===== src/rtl/ram_arb_pkg.sv =====
// Shared definitions for the two-port RAM arbiter: default widths and the
// sequencer state encoding.
package ram_arb_pkg;

  localparam int ADDR_W_DEF = 8;
  localparam int DATA_W_DEF = 8;

  // IDLE waits for a request, ACCESS drives the RAM pins for one cycle,
  // RESP is the cycle in which the RAM's synchronous read data is valid.
  typedef enum logic [1:0] {
    IDLE   = 2'd0,
    ACCESS = 2'd1,
    RESP   = 2'd2
  } state_t;

  // Port identifiers used for grant bookkeeping.
  localparam logic PORT0 = 1'b0;
  localparam logic PORT1 = 1'b1;

endpackage : ram_arb_pkg


===== src/rtl/ram_arbiter_8bit_rr_arb2.sv =====
// Combinational two-way round-robin pick. When both ports are eligible the
// one that was not granted last wins; a lone eligible port always wins.
module rr_arb2
  import ram_arb_pkg::*;
(
  input  logic [1:0] eligible,
  input  logic       last_grant,
  output logic       grant_valid,
  output logic       grant_id
);

  // Pick the winner from the eligibility vector and the previous grant.
  always_comb begin
    grant_valid = 1'b0;
    grant_id    = PORT0;
    unique case (eligible)
      2'b01: begin
        grant_valid = 1'b1;
        grant_id    = PORT0;
      end
      2'b10: begin
        grant_valid = 1'b1;
        grant_id    = PORT1;
      end
      2'b11: begin
        grant_valid = 1'b1;
        grant_id    = ~last_grant;
      end
      default: begin
        grant_valid = 1'b0;
        grant_id    = PORT0;
      end
    endcase
  end

endmodule : rr_arb2


===== src/rtl/ram_arbiter_8bit.sv =====
// Two-port round-robin arbiter and sequencer in front of a shared single-port
// synchronous RAM (1-cycle read latency). Each transaction takes three
// cycles: grant (IDLE), pin drive (ACCESS), data return (RESP), and the
// requester sees a one-cycle ack with read data in the cycle after RESP.
module ram_arbiter_8bit
  import ram_arb_pkg::*;
#(
  parameter int ADDR_W = ADDR_W_DEF,
  parameter int DATA_W = DATA_W_DEF
) (
  input  logic              clk,
  input  logic              rst,
  // port 0
  input  logic              req0,
  input  logic              we0,
  input  logic [ADDR_W-1:0] addr0,
  input  logic [DATA_W-1:0] wdata0,
  output logic              ack0,
  output logic [DATA_W-1:0] rdata0,
  // port 1
  input  logic              req1,
  input  logic              we1,
  input  logic [ADDR_W-1:0] addr1,
  input  logic [DATA_W-1:0] wdata1,
  output logic              ack1,
  output logic [DATA_W-1:0] rdata1,
  // status
  output logic              busy,
  // RAM side
  output logic              ram_we,
  output logic [ADDR_W-1:0] ram_addr,
  output logic [DATA_W-1:0] ram_wdata,
  input  logic [DATA_W-1:0] ram_rdata
);

  state_t state_reg;
  logic   grant_reg;       // port owning the transaction in flight
  logic   op_we_reg;       // direction of the transaction in flight
  logic   last_grant_reg;  // port served most recently

  logic [1:0]        eligible;
  logic              grant_valid;
  logic              grant_id;
  logic              sel_we;
  logic [ADDR_W-1:0] sel_addr;
  logic [DATA_W-1:0] sel_wdata;

  // A port whose ack is showing this cycle is masked so a req still held
  // during its ack cycle is not granted a second time.
  assign eligible = {req1 & ~ack1, req0 & ~ack0};

  rr_arb2 u_rr_arb2 (
    .eligible    (eligible),
    .last_grant  (last_grant_reg),
    .grant_valid (grant_valid),
    .grant_id    (grant_id)
  );

  // Route the winning port's request fields to the RAM pin loaders.
  always_comb begin
    sel_we    = we0;
    sel_addr  = addr0;
    sel_wdata = wdata0;
    if (grant_id == PORT1) begin
      sel_we    = we1;
      sel_addr  = addr1;
      sel_wdata = wdata1;
    end
  end

  // Sequencer FSM with all outputs registered.
  always_ff @(posedge clk or posedge rst) begin
    if (rst) begin
      state_reg      <= IDLE;
      grant_reg      <= PORT0;
      op_we_reg      <= 1'b0;
      last_grant_reg <= PORT1;
      ack0           <= 1'b0;
      ack1           <= 1'b0;
      rdata0         <= '0;
      rdata1         <= '0;
      busy           <= 1'b0;
      ram_we         <= 1'b0;
      ram_addr       <= '0;
      ram_wdata      <= '0;
    end else begin
      // Acks are single-cycle pulses; RESP re-asserts one below.
      ack0 <= 1'b0;
      ack1 <= 1'b0;
      unique case (state_reg)
        IDLE: begin
          if (grant_valid) begin
            grant_reg <= grant_id;
            op_we_reg <= sel_we;
            ram_we    <= sel_we;
            ram_addr  <= sel_addr;
            ram_wdata <= sel_wdata;
            busy      <= 1'b1;
            state_reg <= ACCESS;
          end
        end
        ACCESS: begin
          // The RAM samples the pins at this edge; drop we so it writes once.
          ram_we    <= 1'b0;
          state_reg <= RESP;
        end
        RESP: begin
          // Only reads capture: the RAM output is undriven after a write.
          if (!op_we_reg) begin
            if (grant_reg == PORT1) begin
              rdata1 <= ram_rdata;
            end else begin
              rdata0 <= ram_rdata;
            end
          end
          if (grant_reg == PORT1) begin
            ack1 <= 1'b1;
          end else begin
            ack0 <= 1'b1;
          end
          last_grant_reg <= grant_reg;
          busy           <= 1'b0;
          state_reg      <= IDLE;
        end
        default: begin
          state_reg <= IDLE;
        end
      endcase
    end
  end

endmodule : ram_arbiter_8bit


===== config.mk =====
export PLATFORM = sky130hd
export DESIGN_NAME = ram_arbiter_8bit
export DESIGN_NICKNAME = d
export VERILOG_FILES = /design/src/rtl/ram_arb_pkg.sv /design/src/rtl/ram_arbiter_8bit_rr_arb2.sv /design/src/rtl/ram_arbiter_8bit.sv
export SDC_FILE = /design/constraint.sdc
export NUM_CORES = 1
export LEC_CHECK = 0
export CORE_ASPECT_RATIO = 1.1
export CORE_MARGIN = 2
export CORE_UTILIZATION = 40
export CTS_BUF_LIST = sky130_fd_sc_hd__clkbuf_16
export DETAILED_ROUTE_END_ITERATION = 16
export GPL_TIMING_DRIVEN = 0
export HOLD_SLACK_MARGIN = 0.03
export PLACE_DENSITY_LB_ADDON = 0.12
export SYNTH_ARGS = -nofsm -noshare
export SYNTH_HDL_FRONTEND = slang
export SYNTH_SLANG_ARGS = --single-unit

===== constraint.sdc =====
create_clock -name clk -period 1.7 [get_ports clk]
set_clock_uncertainty 0.2 [all_clocks]
set_input_delay 0.255 -clock clk [delete_from_list [all_inputs] [get_ports clk]]
set_output_delay 0.255 -clock clk [all_outputs]
set_load 0.02 [all_outputs]

==> impl_metrics.yaml, run 1 <==
worst_setup_path:
  cp.buffers_inverters: 2
  crit_required_ns: 1.67
  startpoint: "req0"
  path_class: "input pin to register"
  cp.arrival_ns: 1.66
  cp_top_family: "buffers and inverters"
  cp_slowest_cell: "clkdlybuf4s50_1"
  start_kind: "input pin"
  crit_fanout: 10
  r2r-start: "ack1"
  end_kind: "register"
  cp_slowest_stage_delay_ns: 0.39
  path_cells: "clkdlybuf4s50_1, nor2b_2, o21ai_1, buf_2, mux2_2"
pwr:
  power_density_nw_per_um2: 1876
  p_int_w: 0.003485
  power_w: 0.005421
  switching_share: 0.3571
  pwr-share-comb: 0.455
  power.share.clock: 0.220
  ir_drop_mv: 0.9765
  p_leak_nw: 1.468
  netSwitchingPower_w: 0.001936
  seqPwrFrac: 0.325
clock_tree:
  root_buffer: "clkbuf_16"
  clk_latency_ns: 0.28
  postCtsHoldBufs: 0
  htreeDepth: 2
  path_clk_slew_ns: 0.06
  cts_tree: "done"
  clock_sinks: 41
  numCtsBuffers: 5
  cts_max_path_buffers: 2
logic_synthesis:
  synth.most_common_cell: "dfrtp_1"
  yosysWarnings: 0
  synth_cell_types: 21
  ys_ff_latch: 41
  yosys-top-cells-count: "dfrtp_1 (40), nand2_1 (21), mux2_2 (17), mux2i_1 (17), o21ai_1 (10)"
  synthArstFlopShare: 1.000
  ys_top_cells_by_area: "dfrtp_1 (58%), mux2_2 (11%), mux2i_1 (9.9%)"
  synth.yosys.seq_area_share: 0.5993
  syn_area_um2: 1714
  synth_edf_count: 0
  synth_top_area_share: 0.5839
  synth_top_cell_by_area: "dfrtp_1"
  synth.net_count: 181
  syn_area_per_cell_um2: 12.70
  synth_ff_type: "dfrtp_1"
  synth_cells: 135
sta:
  clock.fmax_ghz: 0.5902
  slew_violations: 0
  tightest_slew_ns: 0.8165
  min_period_over_period: 0.9967
  slew_headroom: 0.4549
  setup_viol: 0
  post-route-min-period_ns: 1.694
  rsz0062_at_grt: "yes"
  layout_setup_ws_ns: 0.005534
  hold_viol: 0
  holdWs_ns: 0.2607
placement:
  dpl.hpwl_um: 3089
  dp_slack_ns: -0.3532
  port_buffers: 81
  routabilityCongestion: 0.6869
  dp.cells: 268
detailed_routing:
  wl_per_cell_um: 15.20
  ant_nets: 0
  drt_iter0_drc: 33
  first_pass_iters: 2
  vias: 1370
  wl_um: 4270
  vias_per_cell: 4.875
  drc: 0
floorplanning:
  initial_core_util: 0.4228
  io_pins: 82
  die-area_um2: 4826
  rows: 24
  fp.coreArea_um2: 4054
  die_x_um: 66.42
  die_y_um: 72.66
global_route:
  grt_usage: 0.1842
  grt_pass1_vias: 1375
  grt_pass1_wl_um: 6451
  grt_overflow_total: 0
  grt_antenna_before_repair: 0
  grt_max_degree: 42
layout:
  fin_nets: 274
  drive_gt1_frac: 0.1790
  area_growth_pct: 68.61
  post-route-util: 0.7130
  finalNonFillerCells: 281
  insertedDiodeCount: 0
hold_path:
  hold_class: "input pin to asynchronous set/reset pin"
flow_run:
  cap_violations: 0
status:
  outcome: "finished clean"
-- per-stage QoR --
stage | cell area (um2) | TNS (ns)
CTS | 2806 | 0
global route | 2890 | -0.4871
global placement | 2590 | -24.23
finish | 2890 | 0
floorplan | 1714 | 0
detailed placement | 2590 | -5.587
-- cell families (layout without fill, tap and decap cells) --
| kind of cell | count (synthesis) | count (layout) | synth area share |
|---|---|---|---|
| AND/OR/NAND/NOR | 31 | 31 | 0.09125 |
| flip-flops | 41 | 41 | 0.5993 |
| multiplexers | 34 | 34 | 0.2109 |
| AO/OA/AOI/OAI | 20 | 20 | 0.06204 |
| buffers and inverters | 9 | 103 | 0.03650 |
-- final cells by class --
| class | count | area (um2) |
|---|---|---|
| Fill cell | 294 | 1164 |
| Sequential cell | 41 | 1027 |
| Timing Repair Buffer | 86 | 902.1 |
| Multi-Input combinational cell | 85 | 639.4 |
| Clock buffer | 5 | 125.1 |
| Clock inverter | 3 | 65.06 |
| Tap cell | 52 | 65.06 |
| Buffer | 6 | 55.05 |
| Inverter | 3 | 11.26 |
-- power groups by stage --
stage	clock, W	combinational [W]	sequential, W
finish	0.00119	0.00246	0.00176
global route	0.00125	0.00265	0.00182
CTS	0.00122	0.00247	0.00176
detailed placement	0	0.00255	0.00177
global placement	0	0.00249	0.00174
floorplan	0	0.000884	0.00224
-- path summary, 6_finish.rpt --
check	end	depth (start not counted)	slack (ns)
worst max register to register	ram_addr[6]	6	0.02
worst min register to register	busy	2	0.27
worst max-delay path	grant_reg	5	0.006
min in group clk	busy	2	0.27
max in group asynchronous	ram_wdata[0]	2	0.52
worst min-delay path	rdata1[3]	2	0.26
-- per-layer routing --
layer | global-route usage | vias to the layer above | wire length (um)
li1 | - | 648 | -
met1 | 0.1971 | 662 | 1572
met2 | 0.3322 | 51 | 2358
met3 | 0.06019 | 9 | 265
met4 | 0.07256 | 0 | 73
met5 | 0 | - | 0
-- what timing repair did --
| action | CTS | global route |
|---|---|---|
| hold endpoints to repair | 0 | 0 |
| buffers inserted | 3 | 1 |
| setup endpoints to repair | 35 | 37 |
| gates resized for setup | 22 | 18 |
| gates cloned | 0 | 1 |
| pin swaps | 1 | 1 |
-- placed cells by master, fill, tap and decap left out, drive strengths merged, types with 8 or more instances in the layout --
cell type / count
buf: 8
clkbuf: 8
clkdlybuf4s50: 45
dfrtp: 40
dlygate4sd2: 21
dlymetal6s2s: 15
mux2: 17
mux2i: 17
nand2: 21
o21ai: 19
Note: power is estimated with default switching activity, not from simulation.
==> run 2: changes to the inputs <==
Settings changed: ABC_CLOCK_PERIOD_IN_PS set to 1700, GPL_TIMING_DRIVEN 0 to 1.
==> run 2 against run 1 <==
Compared with the run above: sequential power hardly changed; global-route usage is 0.23 points lower; count of clock-buffer cells in the layout stayed put; via count is 3.9% lower.
==> impl_metrics.yaml, run 2 (same netlist as run 1, synthesis figures left out) <==
floorplanning:
  io_pins: 82
  die_x_um: 66.42
  initial_core_util: 0.4228
  die_y_um: 72.66
  fp.coreArea_um2: 4054
  die-area_um2: 4826
  rows: 24
layout:
  mostFrequentLayoutCells: "clkdlybuf4s50_1 (45), dfrtp_1 (40), dlymetal6s2s_1 (26)"
  post-route-util: 0.7120
  stdcell_area_um2: 2887
  drive_gt1_frac: 0.1814
  insertedDiodeCount: 0
  fill_cells: 310
  fin_nets: 271
  area_growth_pct: 68.39
  final_common_cell: "clkdlybuf4s50_1"
worst_setup_path:
  crit_required_ns: 1.65
  path_class: "input pin to register"
  r2r_end: "rdata0[1]"
  path_cells: "clkdlybuf4s50_1, nor2b_4, a21boi_4, clkbuf_16, mux2i_1, o21ai_0"
  cp.arrival_ns: 1.61
  crit_end: "ram_wdata[6]"
  start_kind: "input pin"
  regToRegSetupSlack_ns: 0.07
  startpoint: "req1"
  crit_fanout: 8
  reg2reg_depth: 4
  cp_slowest_stage_delay_ns: 0.45
  cp_top_family: "buffers and inverters"
  crit_cells: 6
  r2r-start: "state_reg[0]"
  cp.buffers_inverters: 2
  cp_slowest_cell: "clkdlybuf4s50_1"
  end_kind: "register"
clock_tree:
  root_buffer: "clkbuf_16"
  numCtsBuffers: 5
  clk_latency_ns: 0.28
  clock_sinks: 41
  cts_tree: "done"
  postCtsHoldBufs: 0
  path_clk_slew_ns: 0.06
  htreeDepth: 2
  cts_max_path_buffers: 2
detailed_routing:
  vias_per_cell: 4.734
  first_pass_iters: 4
  wl_per_cell_um: 14.90
  drt_iter0_drc: 29
  wl_um: 4141
  vias: 1316
  ant_nets: 0
  drc: 0
flow_run:
  cap_violations: 0
global_route:
  grt_pass1_wl_um: 6541
  grt_pass1_vias: 1434
  grt_max_degree: 42
  grt_overflow_total: 0
  grt_usage: 0.1819
  grt_antenna_before_repair: 0
placement:
  dpl.hpwl_um: 2934
  port_buffers: 81
  routabilityCongestion: 0.6944
  dpl-instance-area_um2: 2638
status:
  outcome: "finished clean"
pwr:
  power_density_nw_per_um2: 1774
  p_leak_nw: 1.539
  power_w: 0.005119
  ir_drop_mv: 0.8240
sta:
  slew_violations: 0
  setup_viol: 0
  tightest_slew_ns: 0.2525
  fin_setup_tns_ns: 0
  post-route-min-period_ns: 1.665
  slew_headroom: 0.8313
  rsz0062_at_grt: "yes"
  clock.fmax_ghz: 0.6006
  holdWs_ns: 0.1533
  min_period_over_period: 0.9794
  hold_viol: 0
hold_path:
  hold_class: "input pin to asynchronous set/reset pin"
[run 2: cell types whose count changed in the layout (fill, tap and decap cells not counted), moves of 2 or more]
cell,change
mux2i_2,+3
clkbuf_1,-2
dlygate4sd2_1,-11
o21ai_0,-2
clkinv_1,+2
bufinv_16,-2
dlymetal6s2s_1,+11
mux2i_1,-3
[run 2: final cells by class]
| type | instances | area [um2] | area share |
|---|---|---|---|
| inverters | 3 | 11.26 | 0.003901 |
| clock inverters | 3 | 12.51 | 0.004335 |
| clock buffers | 5 | 125.1 | 0.04335 |
| repair buffers | 89 | 991.0 | 0.3433 |
| well taps | 52 | 65.06 | 0.02254 |
| multi-input cells | 85 | 654.4 | 0.2267 |
| flip-flops and latches | 41 | 1027 | 0.3559 |
[run 2: how the worst min path moves through the flow]
stage | start | end | cells past startpoint
floorplan | ram_rdata[0] | rdata1[0] | 1
global placement | last_grant_reg | last_grant_reg | 2
detailed placement | busy | busy | 2
CTS | rst | rdata0[3] | 3
global route | rst | rdata0[3] | 3
finish | rst | rdata1[3] | 3
[run 2: timing repair]
item                                    in CTS  in global routing
setup buffers                                0                  1
pin swaps                                    0                  2
cloned                                       0                  1
gates resized for setup                     10                 34
endpoints found under the setup margin      10                 49
[run 2: per-layer routing]
layer / vias to the layer above / routed length (um) / global-route usage
met4: 0 / 68 / 0.07483
met3: 6 / 242 / 0.04938
met5: - / 0 / 0
li1: 642 / - / -
met1: 621 / 1560 / 0.1949
met2: 47 / 2269 / 0.3333
[run 2: worst register-to-register path: cells and delay by family (launching register included)]
kind / cells / cell delay (ns)
and+or+nand+nor: 2 / 0.43
DFF: 1 / 0.40
muxes: 1 / 0.33
buffers and inverters: 1 / 0.15
[run 2: per-stage QoR]
step	cells	setup slack [ns]
6_report	278	0.03508
3_5_place_dp	268	-0.2337
5_1_grt	278	-0.04213
3_3_place_gp	268	-0.1631
4_1_cts	276	0.001038
2_1_floorplan	135	0.09730
[run 2: power by group]
group | switching (W) | internal, W | total (W)
combinational | 0.00127 | 0.00124 | 0.00251
sequential | 0.000269 | 0.00147 | 0.00173
clock | 0.000345 | 0.000530 | 0.000875
